==> src/rtl/mem_stage_ooq.sv <==
// In-order queue between EX and WB that lets several memory requests wait for
// data_ok at once; responses match the oldest waiting entry and retire in order.
module mem_stage_ooq #(
    parameter int unsigned DEPTH   = 4,
    parameter int unsigned SIDE_WD = 150
) (
    input  logic               clk,
    input  logic               reset,
    input  logic               es_to_ms_valid,
    output logic               ms_allowin,
    input  logic [31:0]        in_pc,
    input  logic [31:0]        in_alu_result,
    input  logic [4:0]         in_dest,
    input  logic               in_gr_we,
    input  logic               in_mem_req,
    input  logic               in_load,
    input  logic               in_op_b,
    input  logic               in_op_h,
    input  logic               in_load_sign,
    input  logic [1:0]         in_last_two,
    input  logic               in_late,
    input  logic               in_flush_req,
    input  logic [SIDE_WD-1:0] in_side,
    input  logic               data_sram_data_ok,
    input  logic [31:0]        data_sram_rdata,
    output logic               req_credit,
    output logic               ms_cancel_es,
    input  logic               ws_cancel_ms,
    input  logic               ws_allowin,
    output logic               ms_to_ws_valid,
    output logic [31:0]        out_pc,
    output logic [31:0]        out_result,
    output logic [4:0]         out_dest,
    output logic               out_gr_we,
    output logic               out_flush_req,
    output logic [SIDE_WD-1:0] out_side,
    input  logic [4:0]         q_rs1,
    input  logic [4:0]         q_rs2,
    output logic               f_hit1,
    output logic               f_blk1,
    output logic [31:0]        f_data1,
    output logic               f_hit2,
    output logic               f_blk2,
    output logic [31:0]        f_data2
);
    localparam int unsigned PTR_W = $clog2(DEPTH);
    localparam int unsigned CNT_W = PTR_W + 1;
    localparam int unsigned SUM_W = CNT_W + 1;

    typedef struct packed {
        logic [31:0]        pc;
        logic [4:0]         dest;
        logic               gr_we;
        logic               mem_req;
        logic               load;
        logic               op_b;
        logic               op_h;
        logic               load_sign;
        logic [1:0]         last_two;
        logic               late;
        logic               flush_req;
        logic [SIDE_WD-1:0] side;
    } entry_t;

    entry_t           ent_q    [DEPTH];
    entry_t           ent_d    [DEPTH];
    logic [31:0]      result_q [DEPTH];
    logic [31:0]      result_d [DEPTH];
    logic [DEPTH-1:0] valid_q, valid_d, done_q, done_d;
    logic [PTR_W-1:0] head_q, head_d, tail_q, tail_d;
    logic [CNT_W-1:0] count_q, count_d, wait_cnt_q, wait_cnt_d, discard_cnt_q, discard_cnt_d;

    logic             enq, pop, resp_drop, resp_take, resp_hit;
    logic [PTR_W-1:0] resp_idx, scan_idx, fwd_idx;
    logic [DEPTH-1:0] flush_vec;
    logic [4:0]       fwd_rs   [2];
    logic             fwd_hit  [2];
    logic             fwd_blk  [2];
    logic [31:0]      fwd_data [2];

    function automatic logic [31:0] load_extract(input entry_t e, input logic [31:0] rdata);
        logic [7:0]  b;
        logic [15:0] h;
        case (e.last_two)
            2'd0:    b = rdata[7:0];
            2'd1:    b = rdata[15:8];
            2'd2:    b = rdata[23:16];
            default: b = rdata[31:24];
        endcase
        h = e.last_two[1] ? rdata[31:16] : rdata[15:0];
        if (e.op_b)      return {{24{e.load_sign & b[7]}}, b};
        else if (e.op_h) return {{16{e.load_sign & h[15]}}, h};
        else             return rdata;
    endfunction

    assign ms_allowin     = (count_q < CNT_W'(DEPTH)) && !ws_cancel_ms;
    assign enq            = es_to_ms_valid && ms_allowin;
    assign ms_to_ws_valid = valid_q[head_q] && done_q[head_q] && !ws_cancel_ms;
    assign pop            = ms_to_ws_valid && ws_allowin;
    assign req_credit     = (SUM_W'(wait_cnt_q) + SUM_W'(discard_cnt_q)) < SUM_W'(DEPTH);
    assign ms_cancel_es   = |(valid_q & flush_vec);
    assign resp_drop      = data_sram_data_ok && (discard_cnt_q != '0);
    assign resp_take      = data_sram_data_ok && (discard_cnt_q == '0) && resp_hit;

    assign out_pc        = ent_q[head_q].pc;
    assign out_result    = result_q[head_q];
    assign out_dest      = ent_q[head_q].dest;
    assign out_gr_we     = ent_q[head_q].gr_we;
    assign out_flush_req = ent_q[head_q].flush_req;
    assign out_side      = ent_q[head_q].side;

    // Oldest valid entry still owed a response, scanning from head.
    always_comb begin
        resp_hit  = 1'b0;
        resp_idx  = '0;
        scan_idx  = '0;
        flush_vec = '0;
        for (int unsigned i = 0; i < DEPTH; i++) begin
            flush_vec[i] = ent_q[i].flush_req;
            scan_idx = head_q + PTR_W'(i);
            if (!resp_hit && valid_q[scan_idx] && ent_q[scan_idx].mem_req && !done_q[scan_idx]) begin
                resp_hit = 1'b1;
                resp_idx = scan_idx;
            end
        end
    end

    // Forwarding: later matches in age order overwrite earlier, so the youngest wins.
    always_comb begin
        fwd_rs[0] = q_rs1;
        fwd_rs[1] = q_rs2;
        fwd_idx   = '0;
        for (int k = 0; k < 2; k++) begin
            fwd_hit[k]  = 1'b0;
            fwd_blk[k]  = 1'b0;
            fwd_data[k] = '0;
            for (int unsigned i = 0; i < DEPTH; i++) begin
                fwd_idx = head_q + PTR_W'(i);
                if (valid_q[fwd_idx] && ent_q[fwd_idx].gr_we && (ent_q[fwd_idx].dest == fwd_rs[k])
                    && (fwd_rs[k] != 5'd0)) begin
                    fwd_hit[k]  = 1'b1;
                    fwd_blk[k]  = ent_q[fwd_idx].late || (ent_q[fwd_idx].load && !done_q[fwd_idx]);
                    fwd_data[k] = result_q[fwd_idx];
                end
            end
        end
    end

    assign f_hit1  = fwd_hit[0];
    assign f_blk1  = fwd_blk[0];
    assign f_data1 = fwd_data[0];
    assign f_hit2  = fwd_hit[1];
    assign f_blk2  = fwd_blk[1];
    assign f_data2 = fwd_data[1];

    always_comb begin
        valid_d       = valid_q;
        done_d        = done_q;
        ent_d         = ent_q;
        result_d      = result_q;
        head_d        = head_q;
        tail_d        = tail_q;
        count_d       = count_q;
        wait_cnt_d    = wait_cnt_q;
        discard_cnt_d = discard_cnt_q;
        if (ws_cancel_ms) begin
            // Every response still owed to a flushed entry becomes a discard.
            valid_d       = '0;
            done_d        = '0;
            head_d        = '0;
            tail_d        = '0;
            count_d       = '0;
            wait_cnt_d    = '0;
            discard_cnt_d = discard_cnt_q - CNT_W'(resp_drop) + wait_cnt_q - CNT_W'(resp_take);
        end else begin
            if (resp_drop) discard_cnt_d = discard_cnt_q - CNT_W'(1);
            if (resp_take) begin
                done_d[resp_idx] = 1'b1;
                if (ent_q[resp_idx].load)
                    result_d[resp_idx] = load_extract(ent_q[resp_idx], data_sram_rdata);
            end
            if (pop) begin
                valid_d[head_q] = 1'b0;
                head_d          = head_q + PTR_W'(1);
            end
            if (enq) begin
                valid_d[tail_q]  = 1'b1;
                done_d[tail_q]   = !in_mem_req;
                result_d[tail_q] = in_alu_result;
                ent_d[tail_q]    = '{pc: in_pc, dest: in_dest, gr_we: in_gr_we, mem_req: in_mem_req,
                                     load: in_load, op_b: in_op_b, op_h: in_op_h,
                                     load_sign: in_load_sign, last_two: in_last_two, late: in_late,
                                     flush_req: in_flush_req, side: in_side};
                tail_d           = tail_q + PTR_W'(1);
            end
            count_d    = count_q + CNT_W'(enq) - CNT_W'(pop);
            wait_cnt_d = wait_cnt_q + CNT_W'(enq && in_mem_req) - CNT_W'(resp_take);
        end
    end

    always_ff @(posedge clk) begin
        if (reset) begin
            valid_q       <= '0;
            done_q        <= '0;
            head_q        <= '0;
            tail_q        <= '0;
            count_q       <= '0;
            wait_cnt_q    <= '0;
            discard_cnt_q <= '0;
        end else begin
            valid_q       <= valid_d;
            done_q        <= done_d;
            head_q        <= head_d;
            tail_q        <= tail_d;
            count_q       <= count_d;
            wait_cnt_q    <= wait_cnt_d;
            discard_cnt_q <= discard_cnt_d;
        end
    end

    // Payload storage needs no reset; validity is tracked separately.
    always_ff @(posedge clk) begin
        ent_q    <= ent_d;
        result_q <= result_d;
    end

    a_data_ok_expected: assert property (@(posedge clk) disable iff (reset)
        data_sram_data_ok |-> (discard_cnt_q != '0) || resp_hit);

endmodule

==> config.mk <==
export PLATFORM = sky130hd
export DESIGN_NAME = mem_stage_ooq
export DESIGN_NICKNAME = d
export VERILOG_FILES = /design/src/rtl/mem_stage_ooq.sv
export SDC_FILE = /design/constraint.sdc
export NUM_CORES = 2
export LEC_CHECK = 0
export BUFFER_PORTS_ARGS = -buffer_cell sky130_fd_sc_hd__buf_4
export CAP_MARGIN = 20
export CORE_ASPECT_RATIO = 2
export CORE_MARGIN = 5
export CORE_UTILIZATION = 27
export CTS_CLUSTER_SIZE = 10
export DETAILED_ROUTE_END_ITERATION = 8
export SLEW_MARGIN = 10
export SYNTH_ARGS = -nofsm -noshare
export SYNTH_HDL_FRONTEND = slang
export SYNTH_SLANG_ARGS = --single-unit
==> constraint.sdc <==
create_clock -name clk -period 20.8 [get_ports clk]
set_input_delay 2.08 -clock clk [delete_from_list [all_inputs] [get_ports clk]]
set_output_delay 2.08 -clock clk [all_outputs]
set_load 0.02 [all_outputs]
==> results.sh <==
export IMPL_initial_core_util_pct=27.13
export IMPL_antenna_found_initial=24
export IMPL_hold_violations=0
export IMPL_wire_per_inst_um=25.10
export IMPL_crit_buf_inv=4
export IMPL_drc=0
export IMPL_fin_crit_ns=7.957
export IMPL_drive_gt1_share_pct=37.88
export IMPL_p_leak_nw=17.57
export IMPL_synth_compound_area_share_pct=7.266
export IMPL_postCtsHoldBufs=0
export IMPL_outcome="finished, final reports clean"
export IMPL_yosys_most_used_dff="edfxtp_1"
export IMPL_tritoncts="done"
export IMPL_layout_commonest_cell="edfxtp_1"
export IMPL_gp_congestion=0.8614
export IMPL_clock_latency_ns=0.70
export IMPL_crit_slowest_cell="ha_4"
export IMPL_cp_required_ns=18.72
export IMPL_rrSetupSlack_ns=13.71
export IMPL_synthSimpleGateAreaFrac_pct=4.549
export IMPL_final_cell_area_um2=53550
export IMPL_die_area_um2=171600
export IMPL_setup_viol=0
export IMPL_slew_viol_final=0
export IMPL_setup_ws_ns=12.84
export IMPL_r2r_end="result_q[121]"
export IMPL_ioPinCount=570
export IMPL_ir_drop_uv=73.92
export IMPL_yosys_cell_types_count=75
export IMPL_synth_nets=2930
export IMPL_finClkSkew_ns=0.07197
export IMPL_cellPowerDensity_nw_per_um2=77.07
export IMPL_most_common_layout_cells="edfxtp_1 (916), buf_4 (619), mux4_2 (354), a21oi_1 (170), nor2_1 (142)"
export IMPL_fin_nets=3463
export IMPL_final_period_utilization_pct=38.26
export IMPL_synth_fa_ha_area_share_pct=0.7396
export IMPL_postCtsSetupBuffers=0
export IMPL_tightest_slew_ns=1.106
export IMPL_h_tree_depth=3
export IMPL_setup_worst_path_class="reg -> out"
export IMPL_cts_inserted_buffers=105
export IMPL_grt_max_degree=88
export IMPL_slowest_delay_ns=0.90
export IMPL_cts_sinks=937
export IMPL_setup_tns_ns=0
export IMPL_synth_xor_area_share_pct=0.9758
export IMPL_cts_resized=0
export IMPL_rows=209
export IMPL_fin_util_pct=33.03
export IMPL_finalWirelength_um=133500
export IMPL_vias_per_cell=5.146
export IMPL_hp_class="reg -> reg"
export IMPL_worst_setup_path_end_kind="output pin"
export IMPL_relSlewSlack_pct=26.02
export IMPL_crit_fanout=45
export IMPL_yosysSeqAreaShare_pct=63.50
export IMPL_reg2reg_from="head_q[0]"
export IMPL_ys_seq_elements=937
export IMPL_synth_edf_count=916
export IMPL_grt_pass1_wl_um=193300
export IMPL_r2r_cells=12
export IMPL_crit_family="buffers and inverters"
export IMPL_die_width_um=295.4
export IMPL_grt_overflow_total=0
export IMPL_cts_buffer_depth=3
export IMPL_pre_cts_ws_ns=13.42
export IMPL_synthArstFlopShare_pct=0
export IMPL_yosysWarningCount=0
export IMPL_grt_usage_pct=14.98
export IMPL_hp_start="wait_cnt_q[2]"
export IMPL_place_hpwl_um=91850
export IMPL_core_area_um2=162100
export IMPL_grt_pass1_vias=28280
export IMPL_drtIter0Drc=2030
export IMPL_path_clk_slew_ns=0.06
export IMPL_syn_to_final_growth_pct=21.74
export IMPL_min_path_cells=2
export IMPL_synth_area_per_cell_um2=16.72
export IMPL_drtPass1Iterations=8
export IMPL_placed_area_um2=50510
export IMPL_timing_fmax_mhz=125.7
export IMPL_cts_root_buf="clkbuf_16"
export IMPL_syn_instance_count=2630
export IMPL_dr_total_vias=27360
export IMPL_numPortBuffers=569
export IMPL_drv_cap=0
export IMPL_cp_common_cell="buf_4"
export IMPL_min_to="wait_cnt_q[2]"
export IMPL_crit_chain="inv_1, ha_4, mux4_2, xnor2_1, nand4_1, nor2_4, buf_4, nor2_1, nor2_2, buf_4, a22oi_1, a21oi_1, buf_4"
export IMPL_die_h_um=580.8
export IMPL_power_mw=4.127
export IMPL_start_kind="register"
export IMPL_arrival_ns=5.88
export IMPL_rsz0062_at_grt="no"
export IMPL_syn_area_um2=43980
export IMPL_antenna_left=0
export IMPL_synth_top_family_by_area="multiplexers"
export IMPL_muxShareOfSynthArea_pct=20.76
==> sequential cells by signal, summed over array words and instances, names as in the netlist <==
name	flops
count_q	3
discard_cnt_q	3
done_q	4
ent_q	788
head_q	2
result_q	128
tail_q	2
valid_q	4
wait_cnt_q	3
==> layout make-up <==
type / count / area (um2)
fillers: 15750 / 108600
well taps: 2110 / 2640
repair buffers: 620 / 4667
clock inverters: 12 / 260.3
diodes: 10 / 25.02
clock buffers: 129 / 2728
multi-input cells: 1466 / 15130
flip-flops and latches: 937 / 27930
inverters: 33 / 156.4
==> worst max path at each step <==
stage / cells past startpoint / to / from / slack [ns]
finish: 13 / f_data1[8] / head_q[0] / 12.84
CTS: 13 / f_data1[28] / head_q[0] / 12.71
global placement: 13 / f_data1[28] / head_q[0] / 13.53
detailed placement: 13 / f_data1[28] / head_q[0] / 13.42
global route: 13 / f_data1[30] / head_q[0] / 12.40
floorplan: 9 / done_q[1] / ws_cancel_ms / 10.90
==> metrics by stage <==
step	hold WS, ns	std cells
global placement	0.5022	5165
CTS	0.5324	5306
detailed placement	0.5129	5165
global route	0.5577	5312
floorplan	0.4854	2630
finish	0.5250	5317
==> kinds of logic (layout without fill, tap and decap cells) <==
kind of cell,count (synthesis),count (layout)
adders and majority gates,23,23
AOI/OAI and AO/OA,513,513
and+or+nand+nor,421,421
DFF,937,937
buffers and inverters,227,794
xor gates and xnor gates,49,49
other,0,10
muxes,460,460
==> tightest hold or removal path, delay by kind of cell, from the launching register on <==
kind,cells,cell delay [ns]
xor+xnor,1,0.08
flops,1,0.35
simple gates,1,0.07
==> power by group <==
part	switching, mW	internal [mW]
sequential	0.0269	2.12
clock	0.739	0.931
combinational	0.170	0.139
total	0.935	3.19
==> routing by layer <==
metal  global-route usage [%]  vias to the layer above  part of all wire (%)
met3                    5.276                      301                    10
met4                    6.744                       24                   4.8
met2                    26.33                     1300                    51
met1                    16.15                    13940                    34
li1                         -                    11800                     -
met5                        0                        -                  0.12
==> synth_stat cells, types with 12 or more instances <==
cell / count / area (um2)
edfxtp_1: 916 / 27510
mux4_2: 354 / 7973
a21oi_1: 170 / 850.8
nor2_1: 147 / 551.8
clkbuf_1: 119 / 446.7
nand2_1: 114 / 427.9
o21ai_0: 98 / 490.5
mux2_2: 79 / 889.6
a22oi_1: 74 / 555.5
buf_2: 51 / 255.2
nor3_1: 35 / 175.2
o21ai_1: 35 / 175.2
inv_1: 33 / 123.9
xnor2_1: 31 / 271.5
mux2i_1: 27 / 270.3
and3_1: 24 / 150.1
and2_1: 23 / 143.9
a31oi_1: 22 / 137.6
dfxtp_1: 21 / 420.4
a21o_1: 20 / 150.1
o22ai_1: 20 / 125.1
ha_1: 18 / 225.2
or3_1: 18 / 112.6
xor2_1: 18 / 157.7
buf_1: 14 / 52.55
nand4_1: 12 / 75.07
Power figures use the tool's default switching activity.
